$ cat src/rtl/swap_cmd_queue.sv
// Command stage ahead of the memory swapper: queues swap requests and
// arbitrates them fairly against host single-word writes.
module swap_cmd_queue #(
    parameter int addr_w_N    = 7,
    parameter int data_w_Bits = 8,
    parameter int DEPTH       = 4,
    parameter int SWAP_CYCLES = 3
) (
    input  logic                      clk,
    input  logic                      reset_n,
    input  logic                      req_valid,
    output logic                      req_ready,
    input  logic [addr_w_N-1:0]       req_addr_A,
    input  logic [addr_w_N-1:0]       req_addr_B,
    input  logic                      wr_valid,
    output logic                      wr_ready,
    input  logic [addr_w_N-1:0]       wr_addr,
    input  logic [data_w_Bits-1:0]    wr_data,
    output logic                      swap,
    output logic [addr_w_N-1:0]       address_A,
    output logic [addr_w_N-1:0]       address_B,
    output logic                      we,
    output logic [addr_w_N-1:0]       address_w,
    output logic [data_w_Bits-1:0]    data_w,
    output logic [$clog2(DEPTH):0]    count,
    output logic                      busy
);

    localparam int PW = $clog2(DEPTH);
    localparam int CW = PW + 1;
    localparam int TW = $clog2(SWAP_CYCLES + 1);

    typedef enum logic {
        IDLE,
        HOLD
    } state_t;

    state_t              state;
    logic [TW-1:0]       cnt;
    logic                last_was_write;
    logic [addr_w_N-1:0] mem_a [DEPTH];
    logic [addr_w_N-1:0] mem_b [DEPTH];
    logic [PW-1:0]       wr_ptr;
    logic [PW-1:0]       rd_ptr;

    logic idle;
    logic full;
    logic push;
    logic grant_swap;
    logic grant_wr;

    assign idle      = (state == IDLE);
    assign full      = (count == CW'(DEPTH));
    assign req_ready = !full;
    assign push      = req_valid && req_ready;
    assign wr_ready  = idle && (count == '0 || !last_was_write);
    // A queued swap yields to a write only if the previous grant was a swap.
    assign grant_swap = idle && (count != '0) && (last_was_write || !wr_valid);
    assign grant_wr   = wr_valid && wr_ready;
    assign busy       = !idle || (count != '0) || we;

    always_ff @(posedge clk) begin
        if (push) begin
            mem_a[wr_ptr] <= req_addr_A;
            mem_b[wr_ptr] <= req_addr_B;
        end
    end

    always_ff @(posedge clk or negedge reset_n) begin
        if (!reset_n) begin
            wr_ptr <= '0;
            rd_ptr <= '0;
            count  <= '0;
        end else begin
            if (push) begin
                wr_ptr <= wr_ptr + PW'(1);
            end
            if (grant_swap) begin
                rd_ptr <= rd_ptr + PW'(1);
            end
            case ({push, grant_swap})
                2'b10:   count <= count + CW'(1);
                2'b01:   count <= count - CW'(1);
                default: count <= count;
            endcase
        end
    end

    always_ff @(posedge clk or negedge reset_n) begin
        if (!reset_n) begin
            state          <= IDLE;
            cnt            <= '0;
            last_was_write <= 1'b0;
            swap           <= 1'b0;
            address_A      <= '0;
            address_B      <= '0;
            we             <= 1'b0;
            address_w      <= '0;
            data_w         <= '0;
        end else begin
            swap <= grant_swap;
            we   <= grant_wr;
            if (grant_wr) begin
                address_w      <= wr_addr;
                data_w         <= wr_data;
                last_was_write <= 1'b1;
            end
            if (grant_swap) begin
                address_A      <= mem_a[rd_ptr];
                address_B      <= mem_b[rd_ptr];
                state          <= HOLD;
                cnt            <= TW'(SWAP_CYCLES - 1);
                last_was_write <= 1'b0;
            end else if (state == HOLD) begin
                // Addresses stay put until the swapper has finished.
                if (cnt == '0) begin
                    state <= IDLE;
                end else begin
                    cnt <= cnt - TW'(1);
                end
            end
        end
    end

endmodule

$ cat config.mk
export PLATFORM = sky130hd
export DESIGN_NAME = swap_cmd_queue
export DESIGN_NICKNAME = d
export VERILOG_FILES = /design/src/rtl/swap_cmd_queue.sv
export SDC_FILE = /design/constraint.sdc
export NUM_CORES = 1
export LEC_CHECK = 0
export CORE_UTILIZATION = 56
export DETAILED_ROUTE_END_ITERATION = 12
export PLACE_DENSITY = 0.86
export SLEW_MARGIN = 20
export SYNTH_ARGS = -nofsm -noshare
export SYNTH_HDL_FRONTEND = slang
export SYNTH_SLANG_ARGS = --single-unit
$ cat constraint.sdc
create_clock -name clk -period 5.05 [get_ports clk]
set_clock_uncertainty 0.2 [all_clocks]
set_input_delay 1.2625 -clock clk [delete_from_list [all_inputs] [get_ports clk]]
set_output_delay 1.2625 -clock clk [all_outputs]
set_load 0.1 [all_outputs]
==> flow_metrics.tcl, run 1 <==
set metrics [dict create \
    status "finished with violations" \
    violations "DRC" \
    yosys.area_share.simple 0.0385 \
    cp.arrival_ns 2.48 \
    drive_gt1_frac 0.230 \
    drc 11 \
    syn-cell-area_sq_mm 0.00384 \
    ys_types 27 \
    wl_per_cell_microns 17.8 \
    crit_required_ns 3.59 \
    hold_viol 0 \
    ys_ff_latch 98 \
    area.growth.synth_to_final_pct 25.0 \
    grt_pass1_vias 2081 \
    ff_latch_area_sq_mm 0.00273 \
    synth_top_family_by_area "multiplexers" \
    crit_top_cell "nor2_1" \
    synth_compound_area_frac 0.00652 \
    synth_common_cells "56 x edfxtp_1, 42 x dfrtp_1, 23 x mux2_2, 14 x mux4_2, 10 x inv_1" \
    crit_type "flip-flop to output port" \
    rsz0062_at_grt "false" \
    numCtsBuffers 9 \
    setup_viol 0 \
    postSynthCellCount 197 \
    clock_sinks 98 \
    yosysWarnings 0 \
    first_iter_violations 103 \
    insertion_delay_ns 0.36 \
    critPathMaxFanout 6 \
    htree_levels 3 \
    yosysMostFrequentCell "edfxtp_1" \
    endpoint_kind "output port" \
    grt_use_total 0.195 \
    start_kind "flip-flop" \
    yosysTopAreaCell "edfxtp_1" \
    setup_tns_ns 0 \
    cts_root_buf "clkbuf_8" \
    rows 29 \
    clkSlewWorstSetupHoldPaths_ns 0.09 \
    rrSetupSlack_ns 2.59 \
    slew_headroom 0.314 \
    dp_hpwl_mm 4.11 \
    layout.nets 313 \
    crit_slowest_cell "clkdlybuf4s50_1" \
    place_ws_ns 1.42 \
    wirelength_mm 6.30 \
    cts_hold_buf 0 \
    grt_max_degree 43 \
    dp.cells 339 \
    ys_async_sr_fraction 0.429 \
    final.setup.worst_slack_ns 1.11 \
    dieArea_sq_mm 0.00719 \
    post_cts_buffers 0 \
    yosysTopAreaCellShare 0.438 \
    cts_tree "done" \
    drtAntennaViolNets 0 \
    yosys.area_share.adder 0.0248 \
    cts-resized-gates 0 \
    viasPerCell 5.46 \
    io_pins 70 \
    period_needed_ns 3.94 \
    maxSlewViolCount 0 \
    first_pass_iters 8 \
    muxShareOfSynthArea 0.179 \
    n_antenna_cell 0 \
    multi_input_area_sq_mm 0.00101 \
    n_fill_cell 385 \
    fmax_mhz 254 \
    grt_pass1_wl_mm 10.1 \
    fp.dieW_microns 84.8 \
    ys_seq_area_frac 0.712 \
    cap_violations 0 \
    yosys-top-cells-area "edfxtp_1 44%, dfrtp_1 27%, mux4_2 8.2%, mux2_2 6.7%, mux2_4 2.3%" \
    gr-total-overflow 0 \
    hold_class "flip-flop to flip-flop" \
    syn-num-nets 237 \
    synth_edf_count 56 \
    io_buffers 69 \
    synth_xor_area_frac 0.0160 \
    ys.flop_type "edfxtp_1" \
    stdcell_count 355 \
    path_cells "nor3_4, nor2_1, nor2_1, clkdlybuf4s50_1" \
    via_count 1938 \
    dieHeight_microns 84.8 \
    floorplan.initialDensity 0.591 \
    post-route-period-util 0.781 \
    core_area_sq_mm 0.00649 \
    synth.avg_cell_area_sq_um 19.5 \
    antenna_found_initial 0 \
    tightest_slew_ns 1.03 \
    gp_congestion 0.671 \
    clock_path_buffers 2 \
    slowest_delay_ns 1.13 \
]
==> registers in the layout (all words and copies together), names as in the netlist <==
register        flops
we                  1
data_w              8
address_A           7
state               1
cnt                 2
count               3
address_B           7
address_w           7
rd_ptr              2
mem_b              28
wr_ptr              2
mem_a              28
swap                1
last_was_write      1
==> kinds of logic (layout without fill, tap and decap cells) <==
kind of cell	count (synthesis)	in the layout
flops	98	98
mux	45	45
simple gates	23	23
buf+inv	15	96
fa+ha+maj	7	7
xor+xnor	7	7
compound gates	2	2
==> final timing paths <==
kind | to | start | cells after the start
max in group asynchronous | address_B[4] | reset_n | 1
hold / removal | address_w[3] | address_w[3] | 1
hold reg to reg | address_w[3] | address_w[3] | 1
setup / recovery | wr_ready | count[0] | 4
min in group asynchronous | address_B[1] | reset_n | 1
setup reg to reg | count[2] | count[0] | 9
==> critical path, delay by kind of cell (launching register included) <==
kind	cells	cell delay (ns)
AND/OR/NAND/NOR	3	0.53
flip-flops	1	0.46
buffers and inverters	1	1.13
==> cell usage in the layout (no fill, tap or decap), types with 2 or more instances in the layout <==
cell type        instances
edfxtp_1                56
mux2_2                  23
mux2_4                   6
nor2_1                   8
inv_6                    3
xor2_1                   4
clkdlybuf4s50_1         68
dfrtp_1                 42
and3_1                   4
nor3_4                   2
ha_1                     6
xnor2_1                  3
nor2b_1                  2
clkbuf_8                 9
bufinv_16                2
nand2b_1                 2
mux4_2                  14
inv_1                   10
==> layout make-up <==
type                    instances  share of cell area
clock inverters                 7              0.0206
flip-flops and latches         98               0.570
multi-input cells              84               0.212
repair buffers                 70               0.144
well taps                      77              0.0201
clock buffers                   9              0.0258
inverters                      10             0.00782
==> routing by layer <==
metal  track usage  up-vias  part of all wire
met4        0.0878        0             0.016
met2         0.327       63              0.50
met5             0        -                 0
met1         0.248      977              0.43
li1              -      890                 -
met3        0.0423        8             0.048
==> metrics by stage <==
step	hold WS, ns	util	cell area, sq um
floorplan	0.259	-	3840
global placement	0.269	0.704	4570
detailed placement	0.294	0.704	4570
CTS	0.314	0.739	4800
global route	0.322	0.739	4800
finish	0.309	0.739	4800
Power of run 1 is left out: the tool's default activity adds up to more than one toggle a clock period on the data nets, which glitch-free logic cannot reach.
==> inputs of run 2 (changes only) <==
Settings changed: CORE_UTILIZATION 56 to 52, PLACE_DENSITY 0.86 to 0.8.
Clock period 5.05 ns to 4 ns, I/O delays scaled along.
==> run 2 against run 1 <==
  * The run now ends clean
  * Non-clock buffer count stayed put
  * Die area is 7.5% higher
  * Sequential share of layout area is 0.28 points higher
  * Worst hold slack worse by 0.011 ns
  * Largest cell class unchanged
  * Global-route usage is 1.2 points lower
  * Critical path depth is 1 lower
  * Register-to-register slack worse by 1.0 ns
  * Wire length is 0.86% lower
  * Count of clock-buffer cells in the layout is 2 higher
  * First-iteration DRC count is 5.8% lower
  * Via count is 0.93% lower
==> flow_metrics.tcl, run 2 (synthesis gave the netlist of run 1 again) <==
set metrics [dict create \
    status "completed" \
    viasPerCell 5.13 \
    critPathMaxFanout 6 \
    clock_sinks 98 \
    gp_congestion 0.710 \
    top_usage_layer "met2" \
    endpoint_kind "output port" \
    slew_headroom 0.345 \
    clkSlewWorstSetupHoldPaths_ns 0.08 \
    core_area_sq_mm 0.00694 \
    floorplan.initialDensity 0.553 \
    min_path_cells 1 \
    cts_hold_buf 0 \
    period_needed_ns 3.46 \
    r2r_end "count[2]" \
    rsz0062_at_grt "false" \
    clock_path_buffers 2 \
    met2_usage 0.309 \
    via_count 1920 \
    post_cts_buffers 0 \
    layout_common_cells "63 x clkdlybuf4s50_1, 56 x edfxtp_1, 42 x dfrtp_1, 23 x mux2_2, 14 x mux4_2" \
    ff_latch_area_sq_mm 0.00273 \
    drive_gt1_frac 0.245 \
    path_cells "nor3_4, nand2_1, clkdlybuf4s50_1" \
    cts_root_buf "clkbuf_8" \
    cp_top_family "buffers and inverters" \
    setup_viol 0 \
    start_kind "flip-flop" \
    r2r_cells 9 \
    first_iter_violations 97 \
    hold_viol 0 \
    crit_type "flip-flop to output port" \
    post-route-period-util 0.865 \
    wirelength_mm 6.25 \
    met1_usage 0.226 \
    timing.rr.start "count[0]" \
    n_antenna_cell 0 \
    wl_per_cell_microns 16.7 \
    crit_required_ns 2.80 \
    grt_max_degree 43 \
    numCtsBuffers 9 \
    hold_end "cnt[1]" \
    utilization 0.687 \
    grt_pass1_vias 1989 \
    maxSlewViolCount 0 \
    slowest_delay_ns 0.98 \
    htree_levels 3 \
    cts-resized-gates 0 \
    tightest_slew_ns 0.980 \
    hold_slack_ns 0.298 \
    fp.dieW_microns 87.9 \
    stdcell_count 374 \
    biggestRegsByFlops "mem_a: 28 flops, mem_b: 28 flops, data_w: 8 flops" \
    multi_input_area_sq_mm 0.00101 \
    use_met3 0.0462 \
    area.growth.synth_to_final_pct 24.4 \
    drtAntennaViolNets 0 \
    setup_tns_ns 0 \
    antenna_found_initial 0 \
    fmax_mhz 289 \
    dp_hpwl_mm 4.00 \
    grt_pass1_wl_mm 10.0 \
    dieHeight_microns 87.9 \
    dp.cells 358 \
    drc 0 \
    final_common_cell "clkdlybuf4s50_1" \
    crit_slowest_cell "clkdlybuf4s50_1" \
    rrSetupSlack_ns 1.55 \
    hold_class "flip-flop to flip-flop" \
    layout.nets 313 \
    cp.arrival_ns 2.26 \
    n_fill_cell 462 \
    gr-total-overflow 0 \
    cts_tree "done" \
    critPathBufInv 1 \
    dieArea_sq_mm 0.00773 \
    io_buffers 69 \
    grt_use_total 0.183 \
    insertion_delay_ns 0.35 \
    first_pass_iters 4 \
    io_pins 70 \
    rows 30 \
    cap_violations 0 \
    min_from "cnt[1]" \
]
-- run 2: cell types whose count changed in the layout (fill, tap and decap cells not counted), sizes merged --
cell,previous run,this run
bufinv,2,1
inv,13,11
clkdlybuf4s50,68,63
clkinv,2,3
clkbuf,9,11
buf,2,7
-- run 2: area by class of cell --
type,instances,share of cell area
clock buffer,11,0.0275
multi-input combinational,84,0.213
tap,96,0.0252
timing repair buffer,70,0.143
sequential,98,0.572
clock inverter,5,0.0113
inverter,10,0.00786
-- run 2: how the worst max path moves through the flow --
stage | start | end | slack, ns | cells after the start
after floorplan | count[0] | wr_ready | 0.21 | 3
after global placement | count[0] | busy | 0.94 | 3
after detailed placement | count[0] | busy | 0.91 | 3
after CTS | count[0] | busy | 0.52 | 3
after global routing | count[0] | busy | 0.44 | 3
final | count[0] | busy | 0.54 | 3
-- run 2: through the flow --
step,setup slack (ns),cell area [sq um]
after detailed placement,0.912,4590
after floorplan,0.214,3840
final,0.542,4770
after global routing,0.440,4770
after global placement,0.937,4590
after CTS,0.515,4770
-- run 2: metal layers --
metal  vias to the layer above  wire [microns]
met1                       959            2620
met3                         8             409
met5                         -               0
met2                        68            3130
li1                        885               -
met4                         0              96
Power of run 2 is left out for the same reason.
==> inputs of run 3 (changes only) <==
Settings changed: CORE_MARGIN set to 3, MAX_ROUTING_LAYER set to met4.
==> run 3 against run 2 <==
  * Via count is 1.3% higher
  * Non-clock buffer count is 1 higher
  * Register-to-register slack worse by 0.03 ns
  * Die area is 9.3% higher
  * Count of clock-buffer cells in the layout is 1 lower
  * Critical path depth is 2 lower
  * Cell area is 0.34% lower
  * Flip-flop and latch count stayed put
  * Largest cell class unchanged
==> flow_metrics.tcl, run 3 (synthesis gave the netlist of run 1 again) <==
set metrics [dict create \
    fp.dieW_microns 91.9 \
    first_iter_violations 124 \
    rrSetupSlack_ns 1.52 \
    r2r_cells 9 \
    wirelength_mm 6.75 \
    antenna_found_initial 0 \
    cap_violations 0 \
    slew_headroom 0.331 \
    grt_pass1_wl_mm 10.8 \
    hold_viol 0 \
    core_area_sq_mm 0.00698 \
    fmax_mhz 326 \
    htree_levels 3 \
    critPathBufInv 1 \
    r2r_end "count[2]" \
    ff_latch_area_sq_mm 0.00273 \
    setup_tns_ns 0 \
    floorplan.initialDensity 0.550 \
    dp_hpwl_mm 4.38 \
    cp.arrival_ns 1.86 \
    crit_slowest_cell "clkdlybuf4s50_1" \
    numCtsBuffers 9 \
    cts_tree "done" \
    maxSlewViolCount 0 \
    clkSlewWorstSetupHoldPaths_ns 0.08 \
    critPathMaxFanout 2 \
    min_from "address_A[6]" \
    cp_top_family "buffers and inverters" \
    rsz0062_at_grt "false" \
    timing.rr.start "count[0]" \
    min_path_cells 1 \
    layout_common_cells "61 x clkdlybuf4s50_1, 56 x edfxtp_1, 42 x dfrtp_1, 23 x mux2_2, 14 x mux4_2" \
    io_buffers 69 \
    biggestRegsByFlops "mem_a: 28 flops, mem_b: 28 flops, data_w: 8 flops" \
    rows 30 \
    hold_end "address_A[6]" \
    clock_path_buffers 2 \
    wl_per_cell_microns 18.1 \
    io_pins 70 \
    final_common_cell "clkdlybuf4s50_1" \
    drc 0 \
    layout.nets 314 \
    post_cts_buffers 0 \
    clock_sinks 98 \
    n_antenna_cell 0 \
    grt_pass1_vias 2052 \
    status "completed" \
    place_ws_ns 0.965 \
    crit_required_ns 2.80 \
    final.setup.worst_slack_ns 0.937 \
    start_kind "flip-flop" \
    gr-total-overflow 0 \
    endpoint_kind "output port" \
    path_cells "clkdlybuf4s50_1" \
    area.growth.synth_to_final_pct 24.0 \
    first_pass_iters 4 \
    tightest_slew_ns 1.00 \
    post-route-period-util 0.766 \
    crit_type "flip-flop to output port" \
    grt_max_degree 43 \
    viasPerCell 5.21 \
    dieHeight_microns 91.9 \
    hold_class "flip-flop to flip-flop" \
    dieArea_sq_mm 0.00845 \
    drtAntennaViolNets 0 \
    n_fill_cell 481 \
    cts_root_buf "clkbuf_8" \
    slowest_delay_ns 1.15 \
    grt_use_total 0.178 \
    drive_gt1_frac 0.245 \
    via_count 1945 \
    cts_hold_buf 0 \
    multi_input_area_sq_mm 0.00101 \
    insertion_delay_ns 0.35 \
    cts-resized-gates 0 \
    setup_viol 0 \
    gp_congestion 0.640 \
    period_needed_ns 3.06 \
]
## run 3: cell count changes in the layout (fill, tap and decap cells not counted), sizes merged
cell,before,now
buf,7,10
clkdlybuf4s50,63,61
bufinv,1,0
clkbuf,11,10
clkinv,3,4
inv,11,10
## run 3: worst max path at each step
stage,slack (ns),depth (start not counted),end,from
after global routing,0.87,1,address_A[3],address_A[3]
final,0.94,1,address_w[6],address_w[6]
after global placement,1.00,9,count[2],wr_valid
after detailed placement,0.97,9,count[2],wr_valid
after CTS,0.92,1,address_w[6],address_w[6]
after floorplan,0.21,3,wr_ready,count[0]
## run 3: cell type report
type / instances / share of cell area
Inverter: 10 / 0.00789
Clock buffer: 10 / 0.0268
Clock inverter: 4 / 0.00447
Sequential cell: 98 / 0.574
Tap cell: 96 / 0.0252
Multi-Input combinational cell: 84 / 0.213
Timing Repair Buffer: 71 / 0.148
## run 3: stage by stage
stage,instance area (sq um),hold slack (ns),util,cells
4_1_cts,4730,0.310,0.677,372
5_1_grt,4760,0.325,0.681,373
3_5_place_dp,4580,0.292,0.656,358
6_report,4760,0.308,0.681,373
2_1_floorplan,3840,0.259,-,197
3_3_place_gp,4580,0.270,0.656,358
## run 3: worst register-to-register path: cells and delay by family (launching register included)
| kind | cells | cell delay, ns |
|---|---|---|
| flip-flops | 1 | 0.47 |
| XOR/XNOR | 2 | 0.30 |
| AND/OR/NAND/NOR | 3 | 0.79 |
| buffers and inverters | 2 | 0.12 |
| adder cells (fa/ha/maj) | 2 | 0.54 |
## run 3: layer usage
| metal | vias up | track usage | part of all wire |
|---|---|---|---|
| li1 | 887 | - | - |
| met1 | 976 | 0.219 | 0.42 |
| met2 | 74 | 0.282 | 0.50 |
| met3 | 8 | 0.0468 | 0.061 |
| met4 | 0 | 0.0780 | 0.015 |
| met5 | - | - | 0 |
Power of run 3 is left out for the same reason.
